[src/rtl/cskipa_pipe.sv]
// Pipelined carry-skip adder/subtractor: BLOCK-bit skip groups, BLOCKS_PER_STAGE groups per stage,
// valid/ready handshake with full backpressure.
module cskipa_pipe #(
  parameter int unsigned WIDTH            = 36,
  parameter int unsigned BLOCK            = 4,
  parameter int unsigned BLOCKS_PER_STAGE = 3
) (
  input  logic             i_clk,
  input  logic             i_rst_n,
  input  logic             i_valid,
  output logic             o_ready,
  input  logic [WIDTH-1:0] i_add_term1,
  input  logic [WIDTH-1:0] i_add_term2,
  input  logic             i_cin,
  input  logic             i_sub,
  output logic             o_valid,
  input  logic             i_ready,
  output logic [WIDTH-1:0] o_sum,
  output logic             o_cout,
  output logic             o_overflow
);

  localparam int unsigned BLK  = (BLOCK == 0) ? 1 : BLOCK;
  localparam int unsigned BPS  = (BLOCKS_PER_STAGE == 0) ? 1 : BLOCKS_PER_STAGE;
  localparam int unsigned NGRP = WIDTH / BLK;
  localparam int unsigned NSTG = (NGRP + BPS - 1) / BPS;

  if (BLOCK == 0 || BLOCKS_PER_STAGE == 0 || (WIDTH % BLK) != 0) begin : g_param_err
    $error("cskipa_pipe: WIDTH must be a multiple of BLOCK, BLOCK>=1, BLOCKS_PER_STAGE>=1");
  end

  logic             r_vld [NSTG];
  logic [WIDTH-1:0] r_a   [NSTG];
  logic [WIDTH-1:0] r_b   [NSTG];
  logic [WIDTH-1:0] r_sum [NSTG];
  logic             r_c   [NSTG];
  logic             r_ovf;

  logic             w_vld_in  [NSTG];
  logic [WIDTH-1:0] w_a_in    [NSTG];
  logic [WIDTH-1:0] w_b_in    [NSTG];
  logic [WIDTH-1:0] w_sum_in  [NSTG];
  logic             w_c_in    [NSTG];
  logic [WIDTH-1:0] w_sum_nxt [NSTG];
  logic             w_c_nxt   [NSTG];
  logic             w_ovf_nxt;
  logic [NSTG-1:0]  w_adv;

  // Stage 0 takes the token straight from the ports; B is pre-inverted for subtraction.
  for (genvar k = 0; k < NSTG; k++) begin : g_stage_in
    if (k == 0) begin : g_first
      assign w_vld_in[k] = i_valid;
      assign w_a_in[k]   = i_add_term1;
      assign w_b_in[k]   = i_sub ? ~i_add_term2 : i_add_term2;
      assign w_c_in[k]   = i_sub | i_cin;
      assign w_sum_in[k] = '0;
    end else begin : g_rest
      assign w_vld_in[k] = r_vld[k-1];
      assign w_a_in[k]   = r_a[k-1];
      assign w_b_in[k]   = r_b[k-1];
      assign w_c_in[k]   = r_c[k-1];
      assign w_sum_in[k] = r_sum[k-1];
    end
  end

  // A stage moves when it is empty or its successor moves; the chain ends at i_ready.
  always_comb begin
    logic adv;
    adv   = i_ready;
    w_adv = '0;
    for (int k = int'(NSTG) - 1; k >= 0; k--) begin
      adv      = !r_vld[k] || adv;
      w_adv[k] = adv;
    end
  end

  assign o_ready = w_adv[0];

  always_comb begin
    logic [WIDTH-1:0] a, b, s;
    logic             c, rc, p, p_all;
    int unsigned      idx;
    a         = '0;
    b         = '0;
    s         = '0;
    c         = 1'b0;
    rc        = 1'b0;
    p         = 1'b0;
    p_all     = 1'b0;
    idx       = 0;
    w_ovf_nxt = 1'b0;
    for (int k = 0; k < int'(NSTG); k++) begin
      a = w_a_in[k];
      b = w_b_in[k];
      s = w_sum_in[k];
      c = w_c_in[k];
      for (int j = 0; j < int'(BPS); j++) begin
        if (k * BPS + j < NGRP) begin
          rc    = c;
          p_all = 1'b1;
          for (int i = 0; i < int'(BLK); i++) begin
            idx    = (k * BPS + j) * BLK + i;
            p      = a[idx] ^ b[idx];
            s[idx] = p ^ rc;
            rc     = (a[idx] & b[idx]) | (p & rc);
            p_all  = p_all & p;
          end
          // Skip mux: a fully propagating group passes its carry-in through.
          c = p_all ? c : rc;
        end
      end
      w_sum_nxt[k] = s;
      w_c_nxt[k]   = c;
      if (k == int'(NSTG) - 1) begin
        w_ovf_nxt = (a[WIDTH-1] == b[WIDTH-1]) && (s[WIDTH-1] != a[WIDTH-1]);
      end
    end
  end

  always_ff @(posedge i_clk) begin
    if (!i_rst_n) begin
      for (int k = 0; k < int'(NSTG); k++) begin
        r_vld[k] <= 1'b0;
        r_a[k]   <= '0;
        r_b[k]   <= '0;
        r_sum[k] <= '0;
        r_c[k]   <= 1'b0;
      end
      r_ovf <= 1'b0;
    end else begin
      for (int k = 0; k < int'(NSTG); k++) begin
        if (w_adv[k]) begin
          r_vld[k] <= w_vld_in[k];
          r_a[k]   <= w_a_in[k];
          r_b[k]   <= w_b_in[k];
          r_sum[k] <= w_sum_nxt[k];
          r_c[k]   <= w_c_nxt[k];
        end
      end
      if (w_adv[NSTG-1]) begin
        r_ovf <= w_ovf_nxt;
      end
    end
  end

  assign o_valid    = r_vld[NSTG-1];
  assign o_sum      = r_sum[NSTG-1];
  assign o_cout     = r_c[NSTG-1];
  assign o_overflow = r_ovf;

endmodule

[config.mk]
export PLATFORM = sky130hd
export DESIGN_NAME = cskipa_pipe
export DESIGN_NICKNAME = d
export VERILOG_FILES = /design/src/rtl/cskipa_pipe.sv
export SDC_FILE = /design/constraint.sdc
export NUM_CORES = 1
export LEC_CHECK = 0
export BUFFER_PORTS_ARGS = -buffer_cell sky130_fd_sc_hd__buf_2
export CORE_ASPECT_RATIO = 2
export CORE_MARGIN = 10
export CORE_UTILIZATION = 29
export DETAILED_ROUTE_END_ITERATION = 12
export REMOVE_ABC_BUFFERS = 1
export SLEW_MARGIN = 10
export SYNTH_ARGS = -nofsm -noshare
export SYNTH_HDL_FRONTEND = slang
export SYNTH_SLANG_ARGS = --single-unit
[constraint.sdc]
create_clock -name i_clk -period 22.2 [get_ports i_clk]
set_input_delay 5.55 -clock i_clk [delete_from_list [all_inputs] [get_ports i_clk]]
set_output_delay 5.55 -clock i_clk [all_outputs]
set_load 0.05 [all_outputs]
[Word-level counts from Yosys, hierarchy flattened]
Memories as Yosys holds them, arrays and structs flattened.
Cells that the tools add are included.
Cells by class
  equality and inequality tests: 2
  mux-type cells: 35
  bitwise logic cells: 224
  reduce and logical (&&, ||, !) cells: 7
Operators with widths (number)
  $mux 36: 10
  $and 1x1->1: 99
  $xor 1x1->1: 72
  $or 1x1->1: 52
  $not 36->36: 1
  $mux 1: 25
  $logic_not 1->1: 3
  $logic_or 1x1->1: 3
  $eq 1x1->1: 1
  $logic_and 1x1->1: 1
  $ne 1x1->1: 1
Storage, ports and cells
  register bits after elaboration: 1
  RAM bits: 330
  input bits: 78
  logic and storage cells: 274
  memories: 5
Memories
  r_a: words 3, bits a word 36, read ports 2, clocked after Yosys merged registers in 0, write ports 3, RTL line 33  | logic [WIDTH-1:0] r_a [NSTG];
  r_b: words 3, bits a word 36, read ports 2, clocked after Yosys merged registers in 0, write ports 3, RTL line 34  | logic [WIDTH-1:0] r_b [NSTG];
  r_sum: words 3, bits a word 36, read ports 3, clocked after Yosys merged registers in 0, write ports 3, RTL line 35  | logic [WIDTH-1:0] r_sum [NSTG];
  r_c: words 3, bits a word 1, read ports 3, clocked after Yosys merged registers in 0, write ports 3, RTL line 36  | logic r_c [NSTG];
  r_vld: words 3, bits a word 1, read ports 3, clocked after Yosys merged registers in 0, write ports 3, RTL line 32  | logic r_vld [NSTG];

[Longest topological paths before layout]
  word-level depth: 31
  gate-level depth with buffers: 22

[Worst setup path before layout]
No wires, ideal clock.
  path kind: input port to flip-flop
  start point: input i_sub
  end point: memory r_sum[0][11] (data pin)
  setup time: 0.255 ns
  arrival time: 11.446 ns
  data required time: 21.945 ns
  path slack: 10.499 ns
  stages: 21
  path through: buf_4 > xor2_1 > inv_1 > fa_1 > fa_1 > fa_1 > fa_1 > mux2i_1 > inv_1 > fa_1 > fa_1 > fa_1 > fa_1 > nand2_1 > o21ai_1 > fa_1 > fa_1 > fa_1 > inv_1 > fa_1 > and3_1
RTL lines
  start: declaration: RTL line 15  | input logic i_sub,
  end: declaration: RTL line 35

[Worst setup path after layout]
  start point: input i_ready
  end point: output o_ready
Between the ends
  cells in the longest elaborated chain, start to end: 3
Ends and longest elaborated chain
  start: declaration: RTL line 17  | input logic i_ready,
  $logic_or 1x1->1 (3 in a row): RTL line 72  | adv = !r_vld[k] || adv;
  end: declaration: RTL line 11  | output logic o_ready,
Every way passes these cells.

==> results.sh <==
export IMPL_rows=84
export IMPL_critPathLaunchType="input pin"
export IMPL_die_area_sq_um=34120
export IMPL_setup_violations_final=0
export IMPL_nets=776
export IMPL_synthTopCellsByArea="edfxtp_1, fa_1, and3_1, ha_1, buf_4"
export IMPL_grt_setup_unrepaired="no"
export IMPL_max_cap_viol_count=0
export IMPL_dp_slack_ns=9.516
export IMPL_yosysSeqAreaShare_pct=58.26
export IMPL_start_util_pct=29.44
export IMPL_syn_avg_cell_area_sq_um=14.04
export IMPL_antenna_found_initial=0
export IMPL_crit_top_cell="buf_2"
export IMPL_clk_pin_slew_ns=0.06
export IMPL_fin_worst_skew_ns=0.005579
export IMPL_hold_path_end="o_overflow"
export IMPL_ys_async_sr_fraction_pct=0
export IMPL_critPathMaxStageDelay_ns=0.43
export IMPL_dp_hpwl_microns=11460
export IMPL_design_area_sq_um=8936
export IMPL_synth_most_common_cell="edfxtp_1"
export IMPL_ios=118
export IMPL_finalHoldViolCount=0
export IMPL_clockBufferDepth=2
export IMPL_critPathTopFamily="simple AND/OR/NAND/NOR gates"
export IMPL_numCtsBuffers=17
export IMPL_wire_per_inst_microns=16.27
export IMPL_status="complete, no violations"
export IMPL_post_dp_cell_area_sq_um=8309
export IMPL_syn_to_final_growth_pct=15.06
export IMPL_cts_tree="done"
export IMPL_netlist_area_leader_share_pct=58.00
export IMPL_wl_microns=15990
export IMPL_path_buf_inv=2
export IMPL_rr_endpoint="o_overflow"
export IMPL_clkSinkCount=151
export IMPL_slew_violations=0
export IMPL_overflow=0
export IMPL_min_path_cells=2
export IMPL_synth_edf_count=150
export IMPL_grt_pass1_vias=4645
export IMPL_syn_inst=553
export IMPL_register_area_sq_um=4524
export IMPL_period_minus_slack_ns=12.26
export IMPL_num_vias=4118
export IMPL_synth_distinct_cells=29
export IMPL_leakage_uw=0.004271
export IMPL_yosysWarnings=0
export IMPL_crit_fanout=56
export IMPL_hold_path_class="reg2reg"
export IMPL_post_route_util_pct=33.87
export IMPL_timing_final_crit_share_pct=55.23
export IMPL_tns_ns=0
export IMPL_hold_ws_ns=0.5161
export IMPL_reg2reg_depth=22
export IMPL_slowest_stage="nand3_4"
export IMPL_cp_arrival_ns=6.71
export IMPL_clk_latency_ns=0.43
export IMPL_core_area_sq_um=26380
export IMPL_r2r_start="r_c[0][1]"
export IMPL_cp_required_ns=16.65
export IMPL_max_freq_mhz=81.56
export IMPL_io_buffers=117
export IMPL_tightest_slew_ns=0.9366
export IMPL_power_density_nw_per_um2=82.52
export IMPL_setup_ws_ns=9.938
export IMPL_ir_drop_mv=0.04966
export IMPL_htree_levels=4
export IMPL_root_buffer="clkbuf_16"
export IMPL_drtAntennaViolNets=0
export IMPL_die_h_microns=251.4
export IMPL_crit_path_end_kind="output port"
export IMPL_grt_pass1_wl_microns=25220
export IMPL_syn_cell_area_sq_um=7766
export IMPL_critPathKind="in2out"
export IMPL_crit_chain="buf_2 > nor2b_4 > nand3_4 > buf_2"
export IMPL_ctsHoldBuffers=0
export IMPL_synth_ff_latch_count=151
export IMPL_multi_input_area_sq_um=2581
export IMPL_die_w_microns=135.7
export IMPL_grt_usage_pct=9.876
export IMPL_drc=0
export IMPL_synth_commonest_cells="edfxtp_1, and3_1, buf_4, nor2_1, inv_1"
export IMPL_drive_above_1_share_pct=25.20
export IMPL_post_cts_resized=0
export IMPL_hp_start="o_overflow"
export IMPL_dr_pass1_iters=4
export IMPL_r2r_setup_slack_ns=15.38
export IMPL_num_antenna_cells=0
export IMPL_synthFlopType="edfxtp_1"
export IMPL_slew_headroom_pct=37.34
export IMPL_yosysTopAreaCell="edfxtp_1"
export IMPL_routabilityCongestion=0.7942
export IMPL_n_fill_cell=2574
export IMPL_cts_setup_buffers=0
export IMPL_via_per_inst=4.189
export IMPL_grt_max_degree=101
export IMPL_drt_initial_drc_count=196
==> how the worst max path moves through the flow <==
stage	startpoint	to	slack, ns	cells after the start
after floorplan	i_ready	o_ready	10.01	2
after global placement	i_sub	r_sum[0][11]	9.70	22
after detailed placement	i_sub	r_sum[0][11]	9.52	22
after CTS	i_ready	o_ready	9.91	4
after global routing	i_sub	r_sum[0][11]	9.68	22
final	i_ready	o_ready	9.94	4
==> worst reg2reg max path, cell delays in order, from the launching register on <==
cell      delay, ns
edfxtp_1       0.41
inv_1          0.12
fa_1           0.18
inv_1          0.05
fa_1           0.46
fa_1           0.48
fa_1           0.42
mux2_2         0.33
fa_1           0.46
fa_1           0.48
fa_1           0.47
fa_1           0.42
inv_1          0.08
a21oi_1        0.09
fa_1           0.46
fa_1           0.48
fa_1           0.43
inv_1          0.09
fa_1           0.42
xor2_1         0.17
nor3_1         0.14
a21oi_1        0.06
nor2b_1        0.10
==> area by class of cell <==
| class | count | share of cell area (%) |
|---|---|---|
| Sequential cell | 151 | 50.63 |
| Clock inverter | 15 | 2.254 |
| Timing Repair Buffer | 122 | 6.973 |
| Multi-Input combinational cell | 294 | 28.89 |
| Tap cell | 344 | 4.817 |
| Clock buffer | 17 | 4.761 |
| Inverter | 40 | 1.680 |
==> flip-flops by register name, indices dropped and copies added (netlist names) <==
name / count
r_sum: 72
o_overflow: 1
r_b: 36
r_vld: 3
r_c: 3
r_a: 36
==> report_power, final <==
part	leakage (uW)	switching, uW	internal, uW
sequential	0.00178	9.09	339
clock	0.000296	116	188
combinational	0.00220	52.6	32.0
==> routing by layer <==
layer / routed length, microns / vias up / track usage (%)
met3: 742 / 25 / 2.787
li1: - / 2011 / -
met5: 0 / - / 0
met2: 9256 / 77 / 18.59
met1: 5455 / 2005 / 9.005
met4: 536 / 0 / 5.779
==> cell usage in the layout (no fill, tap or decap), types with 2 or more instances in the layout <==
cell / n
a21oi_1: 7
and3_1: 108
buf_2: 117
buf_4: 5
bufinv_16: 4
clkbuf_16: 17
clkinv_1: 2
clkinv_4: 3
clkinvlp_4: 3
edfxtp_1: 150
fa_1: 36
ha_1: 36
inv_1: 40
mux2_2: 2
nand2b_1: 2
nand4_1: 9
nor2_1: 42
o21ai_0: 2
xnor2_1: 24
xor2_1: 13
==> through the flow <==
step                      total power [uW]  cells
final                                737.4    983
after global routing                 767.2    983
after CTS                            747.0    983
after detailed placement             441.7    951
after global placement               438.2    951
after floorplan                      407.9    485
==> logic make-up after synthesis <==
logic type,synth area share (%)
AOI/OAI and AO/OA,0.8054
buffers and inverters,8.700
DFF,58.26
xor gates and xnor gates,4.173
muxes,0.4189
and+or+nand+nor,12.57
adders and majority gates,15.08
Note: power is estimated with default switching activity, not from simulation.
